**src/rtl/hpdcache_rr_arbiter.sv**
```systemverilog
// Purpose : round-robin arbiter with a one-hot payload mux, sharing one downstream channel among NREQ requesters.
// Latency : 0 cycles (combinational in->out); 1 cycle when HPDCACHE_RR_ARBITER_OUT_REG_EN is defined.
// Backpr. : the grant locks while the granted request is stalled; only the granted requester ever sees ready.
//
// Ports
//   clk_i, rst_i   clock, asynchronous active-high reset
//   req_valid_i    per-requester valid            req_ready_o   per-requester ready
//   req_data_i     per-requester payload [NREQ-1:0][DATA_WIDTH-1:0]
//   out_valid_o    downstream valid               out_ready_i   downstream ready
//   out_data_o     selected payload               out_gnt_o     one-hot requester on the output (0 when idle)
//
// Optional macro HPDCACHE_RR_ARBITER_OUT_REG_EN adds a 1-entry output register slice.

module hpdcache_mux #(
    parameter int unsigned NINPUT     = 2,
    parameter int unsigned DATA_WIDTH = 64
) (
    input  logic [NINPUT-1:0]                 i_sel,
    input  logic [NINPUT-1:0][DATA_WIDTH-1:0] i_data,
    output logic [DATA_WIDTH-1:0]             o_data
);
    // AND-OR mux: a zero select yields zero data.
    always_comb begin
        o_data = '0;
        for (int i = 0; i < NINPUT; i++) begin
            o_data = o_data | (i_data[i] & {DATA_WIDTH{i_sel[i]}});
        end
    end
endmodule

module hpdcache_rr_arbiter #(
    parameter int unsigned NREQ       = 2,
    parameter int unsigned DATA_WIDTH = 64
) (
    input  logic                           clk_i,
    input  logic                           rst_i,
    input  logic [NREQ-1:0]                req_valid_i,
    output logic [NREQ-1:0]                req_ready_o,
    input  logic [NREQ-1:0][DATA_WIDTH-1:0] req_data_i,
    output logic                           out_valid_o,
    input  logic                           out_ready_i,
    output logic [DATA_WIDTH-1:0]          out_data_o,
    output logic [NREQ-1:0]                out_gnt_o
);
    localparam int unsigned PW = (NREQ > 1) ? $clog2(NREQ) : 1;

    typedef enum logic {IDLE = 1'b0, LOCKED = 1'b1} state_t;

    state_t                  r_state;
    logic [PW-1:0]           r_ptr;
    logic [NREQ-1:0]         r_gnt;

    logic [NREQ-1:0]         w_mask;
    logic [NREQ-1:0]         w_hi;
    logic [NREQ-1:0]         w_hi_first;
    logic [NREQ-1:0]         w_all_first;
    logic [NREQ-1:0]         w_rr_gnt;
    logic [NREQ-1:0]         w_gnt;
    logic [PW-1:0]           w_gnt_idx;
    logic [PW-1:0]           w_ptr_nxt;
    logic                    w_in_vld;
    logic                    w_in_rdy;
    logic                    w_in_hs;
    logic [DATA_WIDTH-1:0]   w_mux_dat;

    // Requesters at or above the pointer get first pick; if none of them is
    // valid, the search wraps to the lowest valid index overall.
    always_comb begin
        w_mask = '0;
        for (int i = 0; i < NREQ; i++) begin
            w_mask[i] = (PW'(i) >= r_ptr);
        end
    end

    assign w_hi        = req_valid_i & w_mask;
    // x & -x isolates the lowest set bit.
    assign w_hi_first  = w_hi & (~w_hi + NREQ'(1));
    assign w_all_first = req_valid_i & (~req_valid_i + NREQ'(1));
    assign w_rr_gnt    = (|w_hi) ? w_hi_first : w_all_first;

    // Reset forces the grant to zero so every output is quiet while rst_i is high.
    assign w_gnt    = rst_i ? '0 : ((r_state == LOCKED) ? r_gnt : w_rr_gnt);
    assign w_in_vld = |(w_gnt & req_valid_i);
    assign w_in_hs  = w_in_vld & w_in_rdy;

    always_comb begin
        w_gnt_idx = '0;
        for (int i = 0; i < NREQ; i++) begin
            if (w_gnt[i]) w_gnt_idx = PW'(i);
        end
    end

    assign w_ptr_nxt = (w_gnt_idx == PW'(NREQ - 1)) ? '0 : (w_gnt_idx + PW'(1));

    hpdcache_mux #(
        .NINPUT     (NREQ),
        .DATA_WIDTH (DATA_WIDTH)
    ) u_mux (
        .i_sel  (w_gnt),
        .i_data (req_data_i),
        .o_data (w_mux_dat)
    );

    // Lock/pointer FSM, driven by the input-side handshake. With a single
    // requester there is nothing to arbitrate, so lock and pointer stay 0.
    always_ff @(posedge clk_i or posedge rst_i) begin
        if (rst_i) begin
            r_state <= IDLE;
            r_gnt   <= '0;
            r_ptr   <= '0;
        end else begin
            case (r_state)
                IDLE: begin
                    if ((NREQ > 1) && w_in_vld && !w_in_rdy) begin
                        r_state <= LOCKED;
                        r_gnt   <= w_gnt;
                    end
                end
                LOCKED: begin
                    if (w_in_hs) begin
                        r_state <= IDLE;
                        r_gnt   <= '0;
                    end
                end
                default: r_state <= IDLE;
            endcase
            if ((NREQ > 1) && w_in_hs) r_ptr <= w_ptr_nxt;
        end
    end

`ifdef HPDCACHE_RR_ARBITER_OUT_REG_EN
    logic                  r_out_vld;
    logic [DATA_WIDTH-1:0] r_out_dat;
    logic [NREQ-1:0]       r_out_gnt;

    // The slot accepts a new beat when empty or when it drains this cycle.
    assign w_in_rdy = ~r_out_vld | out_ready_i;

    always_ff @(posedge clk_i or posedge rst_i) begin
        if (rst_i) begin
            r_out_vld <= 1'b0;
            r_out_dat <= '0;
            r_out_gnt <= '0;
        end else if (w_in_hs) begin
            r_out_vld <= 1'b1;
            r_out_dat <= w_mux_dat;
            r_out_gnt <= w_gnt;
        end else if (out_ready_i) begin
            r_out_vld <= 1'b0;
            r_out_dat <= '0;
            r_out_gnt <= '0;
        end
    end

    assign out_valid_o = r_out_vld;
    assign out_data_o  = r_out_dat;
    assign out_gnt_o   = r_out_gnt;
`else
    assign w_in_rdy    = out_ready_i;
    assign out_valid_o = w_in_vld;
    assign out_data_o  = w_mux_dat;
    assign out_gnt_o   = w_gnt;
`endif

    assign req_ready_o = w_gnt & {NREQ{w_in_rdy}};

    // A locked requester must keep its valid asserted until it is accepted.
    a_locked_valid_held: assert property (
        @(posedge clk_i) disable iff (rst_i)
        (r_state == LOCKED) |-> |(r_gnt & req_valid_i)
    );

endmodule
```
**config.mk**
```make
export PLATFORM = sky130hd
export DESIGN_NAME = hpdcache_rr_arbiter
export DESIGN_NICKNAME = d
export VERILOG_FILES = /design/src/rtl/hpdcache_rr_arbiter.sv
export SDC_FILE = /design/constraint.sdc
export NUM_CORES = 1
export LEC_CHECK = 0
export CAP_MARGIN = 30
export CORE_ASPECT_RATIO = 0.75
export CORE_MARGIN = 3
export CORE_UTILIZATION = 17
export DETAILED_ROUTE_END_ITERATION = 6
export PLACE_DENSITY_LB_ADDON = 0.2
export SLEW_MARGIN = 20
export SYNTH_ARGS = -nofsm -noshare
export SYNTH_HDL_FRONTEND = slang
export SYNTH_SLANG_ARGS = --single-unit
```
**constraint.sdc**
```tcl
create_clock -name clk_i -period 1.84 [get_ports clk_i]
set_input_delay 0.552 -clock clk_i [delete_from_list [all_inputs] [get_ports clk_i]]
set_output_delay 0.552 -clock clk_i [all_outputs]
set_load 0.02 [all_outputs]
```
==> run_results.csv, run 1 <==
group,metric,value,unit
power,ir_drop,0.0006952,V
grt,grt.overflow.total,0,
cts,cts_tree,"built",
power,pwr-share-clk,0.034,
floorplanning,core,5525,um2
yosys,yosysMostFrequentCell,"a22o_1",
drt,ant_nets,0,
yosys,synth-adder-area-share,0,
run_status,violations,"negative setup slack",
worst_setup_path,cp.arrival,1.66,ns
worst_setup_path,rrSetupSlack,-0.24,ns
sta,final_hold_viol_count,0,
yosys,syn_avg_cell_area,8.640,um2
layout,diodes,0,
yosys,ys_types,23,
yosys,async_reset_ff_frac,1.000,
drt,viasPerCell,4.803,
yosys,synth_edf_count,0,
cts,root_buffer,"clkbuf_8",
cts,cts_buffer_depth,2,
grt,grt_pass1_wl,11.68,mm
sta,fin_ws,-0.3721,ns
sta,fmax,452.1,MHz
cts,htreeDepth,1,
worst_hold_path,hp-class,"in2async",
yosys,syn_area,1002,um2
drt,via_count,2094,
layout,fin_nets,496,
power,power_frac_comb,0.931,
sta,fin_crit_sh,1.202,
cts,clock_latency,0.21,ns
sta,setup_tns,-23.42,ns
cts,cts.sinks,4,
drt,dr.pass1.iters,4,
sta,finalMaxSlewViolations,0,
power,power.static_leakage,1.942,nW
yosys,yosys_warnings,0,
yosys,yosysTopAreaCellShare,0.5593,
sta,rsz0062_at_grt,"yes",
worst_setup_path,crit_path_end_kind,"output pin",
floorplanning,ios,202,
worst_setup_path,path_class,"in2out",
grt,grt_usage,0.2155,
floorplanning,initial_utilization,0.1814,
power,power_density,1230,nW/um2
layout,fillers,356,
job,max_cap_violations,0,
yosys,synth_top_family_by_area,"compound AO/OA/AOI/OAI gates",
layout,final_cells,436,
worst_setup_path,crit_fanout,8,
worst_setup_path,ff2ff_path_depth,13,
floorplanning,die_y,72.50,um
yosys,synth_area_leader_cell,"a22o_1",
run_status,status,"finished with violations",
yosys,ys_seq_area_frac,0.09988,
layout,final_core_util,0.7774,
sta,tightest_slew,0.2966,ns
drt,route.detailed.drc,0,
power,swShare,0.4027,
sta,holdWs,0.4001,ns
yosys,synth-xor-area-share,0.008739,
sta,setup-violations-final,70,
drt,wl_per_cell,19.09,um
cts,cts_buffers,3,
yosys,syn_nets,249,
yosys,ys.flop_type,"dfrtp_1",
cts,path_clk_slew,0.03,ns
floorplanning,die_area,6862,um2
place,post-place-ws,-1.273,ns
worst_setup_path,cp-start-kind,"input port",
drt,wirelength,8.324,mm
power,internal-power,0.003154,W
yosys,synth-compound-area-share,0.6404,
drt,first_iter_violations,55,
grt,antenna_found_initial,0,
sta,min_period,2.212,ns
grt,grt_pass1_vias,2227,
yosys,netlist_top_cells_count,"64 x a22o_1, 6 x buf_2, 6 x buf_6",
yosys,muxShareOfSynthArea,0.01998,
place,place_inst,396,
power,p_seq_frac,0.035,
layout,drive_gt1_frac,0.5152,
worst_setup_path,rr_endpoint,"r_gnt[0]",
yosys,synth_area_leaders,"a22o_1 56%, dfrtp_1 10%, buf_6 6.7%",
yosys,syn_inst,116,
power,p_sw,0.002127,W
place,dp_hpwl,5.921,mm
yosys,synth_seq_cells,4,
layout,area_growth,328.6,%
place,port_buffers,201,
sta,relSlewSlack,0.7966,
floorplanning,chipWidth,94.66,um
worst_setup_path,cp.required,1.29,ns
yosys,synth-simple-area-share,0.07990,
grt,grt_max_degree,20,
worst_setup_path,worstReg2RegStart,"r_ptr",
floorplanning,rows,23,
place,gp_congestion,0.8283,
sta,fin_skew,0.0007964,ns
worst max-delay path by stage:
stage,from,end,slack [ns],cells after the start
5_1_grt,r_ptr,out_data_o[61],-0.44,7
3_3_place_gp,req_valid_i[1],out_data_o[22],-1.24,7
2_1_floorplan,req_valid_i[1],out_data_o[15],-0.08,6
6_report,req_valid_i[0],out_data_o[61],-0.37,8
4_1_cts,req_valid_i[1],out_data_o[56],-0.38,9
3_5_place_dp,req_valid_i[1],out_data_o[56],-1.27,7
through the flow:
step / total power [W] / area [um2]
2_1_floorplan: 0.002251 / 1331
3_3_place_gp: 0.003779 / 3497
3_5_place_dp: 0.003798 / 3497
4_1_cts: 0.004814 / 3989
5_1_grt: 0.005538 / 4295
6_report: 0.005282 / 4295
critical path: stages:
cell	delay, ns
buf_4	0.14
nand2b_4	0.08
nand3_4	0.07
a21oi_4	0.20
buf_12	0.20
clkbuf_16	0.16
a22o_1	0.14
buf_6	0.11
layer usage:
metal / GRT usage / up-vias / wire (um)
met5: 0 / - / 0
met4: 0.05440 / 0 / 131
met3: 0.07150 / 10 / 797
met2: 0.4031 / 116 / 4446
met1: 0.2329 / 990 / 2949
li1: - / 978 / -
power groups by stage:
| stage | combinational [W] | sequential [W] | clock [W] |
|---|---|---|---|
| after detailed placement | 0.00362 | 0.000177 | 0 |
| after global routing | 0.00515 | 0.000190 | 0.000198 |
| after floorplan | 0.00209 | 0.000159 | 0 |
| after CTS | 0.00445 | 0.000182 | 0.000184 |
| after global placement | 0.00360 | 0.000176 | 0 |
| final | 0.00492 | 0.000185 | 0.000180 |
layout by cell type, fill, tap and decap left out:
master,n
buf_16,4
o2bb2ai_4,1
dfrtp_2,1
nand2_2,1
o21a_1,1
and2_2,1
clkbuf_8,3
clkinv_4,1
dfrtp_1,3
clkbuf_16,7
nor3_1,2
inv_1,3
xor2_1,1
a22oi_1,1
a21oi_4,3
o21ai_2,1
nand2b_4,3
buf_4,36
a22o_4,36
mux2i_1,2
a21oi_1,2
o21ai_0,1
buf_12,10
a22oi_2,1
buf_6,72
buf_8,1
and2_4,1
a22o_1,28
nand2_1,2
clkdlybuf4s50_1,129
nand3_4,3
final cells by class:
class | instances | area (um2) | area share
multi-input combinational | 91 | 1166 | 0.2715
timing repair buffer | 259 | 2873 | 0.6688
inverter | 4 | 20.02 | 0.004661
tap | 75 | 93.84 | 0.02185
sequential | 4 | 101.3 | 0.02359
clock buffer | 3 | 41.29 | 0.009613
cells by family after synthesis:
kind of cell	Yosys count
AO/OA/AOI/OAI	75
buffers and inverters	21
AND/OR/NAND/NOR	13
flip-flops	4
multiplexers	2
XOR/XNOR	1
repair_timing:
action / in CTS / in global routing
hold buffers: 0 / 0
endpoints found under the hold margin: 0 / 0
cloned: 4 / 7
gates resized for setup: 453 / 17
endpoints found under the setup margin: 72 / 70
pin swaps: 11 / 60
setup buffers: 22 / 5
Note: power is estimated with default switching activity, not from simulation.
==> run 2, diff against run 1 <==
--- a/constraint.sdc
+++ b/constraint.sdc
@@ -3,2 +3,2 @@
 set_output_delay 0.552 -clock clk_i [all_outputs]
-set_load 0.02 [all_outputs]
+set_load 0.1 [all_outputs]
==> run 2 against run 1 <==
Effect of this change: wire length up 21%; clock-buffer cell count grew 1; via count increased by 0.43%; final cell count is 3.9% lower; non-clock buffer count fell by 18; worst setup slack got worse by 0.083 ns; the flow still finishes with violations (negative setup slack); clock power grew 13%; register-to-register slack gained 0.50 ns.
==> run_results.csv, run 2 (synthesized netlist as in run 1, its figures left out) <==
group,metric,value,unit
run_status,status,"finished with violations",
layout,fin_nets,478,
sta,min_period,2.295,ns
layout,fillers,226,
worst_setup_path,crit_fanout,9,
cts,root_buffer,"clkbuf_8",
drt,wirelength,10.04,mm
drt,first_iter_violations,44,
worst_setup_path,cp.required,1.29,ns
power,power.static_leakage,2.156,nW
drt,drt-met1-wl,3.208,mm
worst_setup_path,cp.arrival,1.74,ns
cts,cts_buffers,3,
place,port_buffers,201,
floorplanning,ios,202,
layout,diodes,0,
sta,fmax,435.8,MHz
layout,final_cells,419,
grt,antenna_found_initial,0,
place,place_inst,399,
grt,grt_max_degree,19,
drt,wl_per_cell,23.96,um
drt,dr.pass1.iters,4,
grt,grt_pass1_vias,2313,
drt,viasPerCell,5.019,
cts,clock_latency,0.22,ns
drt,via_count,2103,
floorplanning,core,5525,um2
cts,path_clk_slew,0.04,ns
floorplanning,rows,23,
sta,fin_crit_sh,1.247,
place,dp_hpwl,7.125,mm
sta,holdWs,0.4207,ns
sta,final_hold_viol_count,0,
drt,routed.top_layer,"met4",
cts,htreeDepth,1,
place,post-place-ws,-0.8864,ns
worst_hold_path,hp-class,"in2async",
sta,fin_ws,-0.4546,ns
drt,wl_met3,966,um
sta,relSlewSlack,0.8302,
cts,cts_tree,"built",
sta,tightest_slew,0.2528,ns
floorplanning,die_y,72.50,um
sta,setup_tns,-29.27,ns
worst_setup_path,crit_path_end_kind,"output pin",
job,max_cap_violations,0,
cts,holdBufCountCts,0,
drt,route.detailed.drc,0,
grt,grt_usage,0.2372,
sta,fin_skew,0.002186,ns
grt,grt.overflow.total,0,
floorplanning,chipWidth,94.66,um
layout,final_core_util,0.9006,
sta,setup-violations-final,69,
worst_setup_path,ff2ff_path_depth,8,
layout,layout_commonest_cell,"clkdlybuf4s50_1",
power,power_density,1942,nW/um2
place,gp_congestion,0.9032,
grt,grt_pass1_wl,12.53,mm
sta,finalMaxSlewViolations,0,
floorplanning,initial_utilization,0.1814,
power,ir_drop,0.001525,V
floorplanning,die_area,6862,um2
layout,drive_gt1_frac,0.5640,
drt,wl_met2,5.447,mm
drt,ant_nets,0,
run_status,violations,"negative setup slack",
worst_setup_path,rrSetupSlack,0.26,ns
sta,rsz0062_at_grt,"yes",
worst_setup_path,cp-start-kind,"flip-flop",
layout,area_growth,396.5,%
cts,cts.sinks,4,
layout,final_cell_mix,"129 x clkdlybuf4s50_1, 74 x buf_12, 64 x a22o_4",
cts,cts_buffer_depth,2,
worst_setup_path,path_class,"reg2out",
==> run 2: cell types whose count changed in the layout (fill, tap and decap cells not counted), moves of 2 or more <==
cell,previous run,this run
buf_12,10,74
buf_8,1,3
buf_4,36,18
a22o_4,36,64
buf_6,72,5
clkbuf_16,7,4
a22o_1,28,0
buf_16,4,7
==> run 2: layer usage <==
layer	track usage	vias up
li1	-	944
met4	0.07360	0
met1	0.2390	992
met2	0.4586	143
met5	0	-
met3	0.07876	24
==> run 2: critical path, cell delays in order (launching register included) <==
cell,delay [ns]
dfrtp_2,0.41
buf_6,0.14
nand2_8,0.05
nand3_4,0.07
a21oi_4,0.20
clkbuf_16,0.20
buf_16,0.14
a22o_4,0.14
buf_12,0.17
==> run 2: through the flow <==
stage	power (W)	area (um2)
after global routing	0.009892	4976
after floorplan	0.005807	1694
after global placement	0.008676	4566
after detailed placement	0.008754	4566
final	0.009661	4976
after CTS	0.009344	4812
==> run 2: worst paths after layout <==
path | start | end
setup / recovery | r_ptr | out_data_o[62]
hold / removal | rst_i | async pin
setup reg to reg | flip-flop | flip-flop
hold reg to reg | r_gnt[0] | r_gnt[0]
max in group asynchronous | rst_i | r_ptr
min in group clk_i | r_gnt[0] | r_gnt[0]
==> run 2: layout make-up <==
type                       instances  area (um2)  share of cell area
tap                               75       93.84             0.01886
sequential                         4       102.6             0.02062
inverter                           4       17.52            0.003520
multi-input combinational         91        1410              0.2834
timing repair buffer             241        3307              0.6646
clock buffer                       4       45.04            0.009052
==> run 2: timing repair <==
action,in CTS,in global routing
pin swaps,6,6
buffers inserted,9,2
setup endpoints to repair,72,69
gates cloned,3,4
gates resized for setup,32,11
==> run 2: power by group <==
part	switching (W)	internal, W	total [W]
logic	0.00537	0.00390	0.00927
registers	0.0000475	0.000138	0.000185
clock network	0.0000540	0.000149	0.000203
total	0.00547	0.00419	0.00966
==> run 3, diff against run 2 <==
- CORE_MARGIN: 3 -> not set
==> run 3 against run 2 <==
Effect of this change: the flow now stops in global routing (5_1_grt); synthesized cell count stayed put; synthesized area unchanged.
==> run_results.csv, run 3 <==
group,metric,value,unit
place,place_inst,400,
yosys,netlist_top_cells_count,"64 x a22o_1, 6 x buf_2, 6 x buf_6",
cts,root_buffer,"clkbuf_8",
floorplanning,chipWidth,90.66,um
cts,cts.sinks,4,
yosys,ys_seq_area_frac,0.09988,
place,port_buffers,201,
floorplanning,die_y,68.50,um
place,post-place-ws,-0.9518,ns
place,place_area,4561,um2
run_status,status,"stopped before the end",
run_status,error_line,"[ERROR DPL-0033] detailed placement checks failed during check placement.",
cts,holdBufCountCts,0,
yosys,synth_edf_count,0,
floorplanning,rows,23,
yosys,async_reset_ff_frac,1.000,
cts,cts_buffer_depth,2,
place,gp_congestion,0.8058,
cts,htreeDepth,1,
yosys,yosysMostFrequentCell,"a22o_1",
yosys,syn_avg_cell_area,8.640,um2
yosys,syn_inst,116,
sta,crit_endpoint,"out_data_o[52]",
yosys,yosys_warnings,0,
yosys,ys_types,23,
cts,cts_buffers,3,
yosys,syn_nets,249,
grt,antenna_found_initial,1,
yosys,synth_area_leaders,"a22o_1 56%, dfrtp_1 10%, buf_6 6.7%",
yosys,synth_seq_cells,4,
yosys,ys.flop_type,"dfrtp_1",
grt,grt_max_degree,18,
sta,worst_path_end_type,"output port",
floorplanning,ios,202,
yosys,syn_area,1002,um2
yosys,yosysTopAreaCellShare,0.5593,
floorplanning,initial_utilization,0.1823,
place,dp_hpwl,6.907,mm
run_status,lastStage,"global routing (5_1_grt)",
yosys,synth_area_leader_cell,"a22o_1",
==> run 3: cell counts after synthesis <==
No cell type changed its count.
==> run 3: logic make-up after synthesis <==
family	share of synthesized area
compound gates	0.6405
buf+inv	0.1511
simple gates	0.07989
flops	0.09988
mux	0.01998
xor+xnor	0.008741
==> run 3: per-stage QoR <==
stage | util | setup TNS, ns
after floorplan | - | -12.77
after global placement | 0.8297 | -60.65
after detailed placement | 0.8297 | -64.75
after CTS | 0.8969 | -30.11
==> run 3: timing repair <==
action / CTS
setup endpoints to repair: 73
pin swaps: 13
endpoints found under the hold margin: 0
buffers inserted: 12
gates cloned: 6
gates resized for setup: 35
==> run 4, diff against run 3 <==
- CORE_AREA: not set -> 2 2 78 80
- CORE_ASPECT_RATIO: 0.75 -> not set
- CORE_UTILIZATION: 17 -> not set
- DIE_AREA: not set -> 0 0 80 82
- PLACE_DENSITY_LB_ADDON: 0.2 -> 0.15
- clock period: 1.84 -> 2.4 ns (I/O delays scaled with it)
==> run 4 against run 3 <==
Effect of this change: the flow now finishes, with violations (negative setup slack).
==> run_results.csv, run 4 (synthesized netlist as in run 1, its figures left out) <==
group,metric,value,unit
power,power.static_leakage,2.238,nW
sta,setup-violations-final,69,
layout,fin_nets,492,
drt,ant_nets,0,
grt,antenna_found_initial,0,
worst_setup_path,crit_path_end_kind,"output pin",
job,max_cap_violations,0,
layout,area_growth,411.2,%
floorplanning,rows,28,
cts,cts_buffer_depth,2,
place,gp_congestion,0.8016,
floorplanning,die_area,6560,um2
cts,cts_buffers,3,
cts,path_clk_slew,0.03,ns
power,power_density,1494,nW/um2
sta,fin_ws,-0.2341,ns
cts,root_buffer,"clkbuf_8",
worst_setup_path,crit_cells,8,
worst_setup_path,ff2ff_path_depth,13,
drt,wl_per_cell,29.15,um
layout,final_core_util,0.8918,
floorplanning,initial_utilization,0.1744,
sta,min_period,2.634,ns
worst_setup_path,worstReg2RegStart,"r_ptr",
floorplanning,core,5746,um2
worst_setup_path,crit_fanout,8,
worst_hold_path,hp-class,"in2async",
sta,tightest_slew,0.3091,ns
floorplanning,ios,202,
worst_setup_path,cp_num_buf_inv,4,
layout,drive_gt1_frac,0.5742,
power,ir_drop,0.0009822,V
worst_setup_path,rrSetupSlack,0.15,ns
sta,fin_crit_sh,1.098,
sta,fmax,379.6,MHz
place,port_buffers,201,
worst_setup_path,crit_chain,"buf_8 -> nand2_4 -> nand3_4 -> a21oi_4 -> buf_12 -> clkbuf_16 -> a22o_4 -> buf_12",
grt,grt_max_degree,15,
place,place_area,4461,um2
grt,grt_pass1_wl,15.04,mm
layout,fillers,225,
layout,layout_commonest_cell,"clkdlybuf4s50_1",
grt,grt_usage,0.3150,
floorplanning,die_y,82,um
place,dp_hpwl,7.058,mm
worst_setup_path,slowest_delay,0.27,ns
drt,dr.pass1.iters,5,
run_status,status,"finished with violations",
drt,viasPerCell,5.233,
floorplanning,chipWidth,80,um
layout,final_cell_area,5124,um2
cts,holdBufCountCts,0,
worst_setup_path,path_class,"in2out",
drt,first_iter_violations,106,
worst_setup_path,cp.required,1.68,ns
worst_setup_path,rr_endpoint,"r_gnt[0]",
worst_setup_path,crit_top_cell,"buf_12",
drt,wirelength,12.62,mm
worst_setup_path,cp-start-kind,"input port",
layout,final_cells,433,
sta,setup_tns,-12.81,ns
sta,fin_skew,0.003174,ns
cts,htreeDepth,1,
cts,clock_latency,0.23,ns
run_status,violations,"negative setup slack",
place,place_inst,395,
grt,grt.overflow.total,0,
cts,cts_tree,"built",
sta,final_hold_viol_count,0,
worst_setup_path,crit_family,"buffers and inverters",
power,p_total,0.007657,W
sta,relSlewSlack,0.7932,
layout,final_cell_mix,"129 x clkdlybuf4s50_1, 80 x buf_12, 63 x a22o_4",
drt,route.detailed.drc,0,
sta,rsz0062_at_grt,"yes",
drt,via_count,2266,
sta,finalMaxSlewViolations,0,
cts,cts.sinks,4,
worst_setup_path,slowest_stage,"a21oi_4",
grt,grt_pass1_vias,2375,
worst_setup_path,cp.arrival,1.91,ns
==> run 4: layout make-up <==
type                            instances  area (um2)  area share
Clock buffer                            3       41.29    0.008059
Inverter                                4       17.52    0.003419
Sequential cell                         4       101.3     0.01978
Antenna cell                            1       2.502   0.0004884
Multi-Input combinational cell         91        1355      0.2645
Tap cell                               75       93.84     0.01832
Timing Repair Buffer                  255        3512      0.6855
==> run 4: layer usage <==
metal | vias to the layer above | GRT usage | routed length [um]
met2 | 133 | 0.6042 | 6939
met3 | 43 | 0.07143 | 818
met5 | - | 0 | 0
met1 | 1117 | 0.3375 | 4195
met4 | 0 | 0.1085 | 670
li1 | 973 | - | -
==> run 4: power by group <==
group	leakage [nW]	total, W	switching (W)	internal, W
Combinational	2.17	0.00734	0.00421	0.00312
Clock	0.0216	0.000149	0.0000415	0.000107
Sequential	0.0440	0.000171	0.0000676	0.000104
Total	2.24	0.00766	0.00432	0.00333
==> run 4: worst register-to-register path: cells and delay by family (launching register included) <==
| family | cells | cell delay (ns) |
|---|---|---|
| DFF | 1 | 0.44 |
| AOI/OAI and AO/OA | 2 | 0.37 |
| and+or+nand+nor | 1 | 0.09 |
| buffers and inverters | 10 | 1.21 |
==> run 4: through the flow <==
step / hold WS, ns / setup WS [ns]
floorplan: 0.4861 / -0.1174
global placement: 0.5370 / -0.5922
detailed placement: 0.5439 / -0.6294
CTS: 0.5525 / -0.1987
global route: 0.5846 / -0.2593
finish: 0.5762 / -0.2341
==> run 4: how the worst max path moves through the flow <==
stage | endpoint | from
6_report | out_data_o[53] | req_valid_i[1]
5_1_grt | out_data_o[51] | req_valid_i[0]
4_1_cts | out_data_o[57] | req_valid_i[1]
3_5_place_dp | out_data_o[22] | req_valid_i[1]
3_3_place_gp | out_data_o[46] | req_valid_i[1]
2_1_floorplan | out_valid_o | req_valid_i[0]
==> run 4: timing repair <==
item | in CTS | in global routing
setup buffers | 25 | 4
pin swaps | 18 | 8
endpoints found under the hold margin | 0 | 0
endpoints found under the setup margin | 69 | 70
gates cloned | 6 | 6
gates resized for setup | 50 | 10
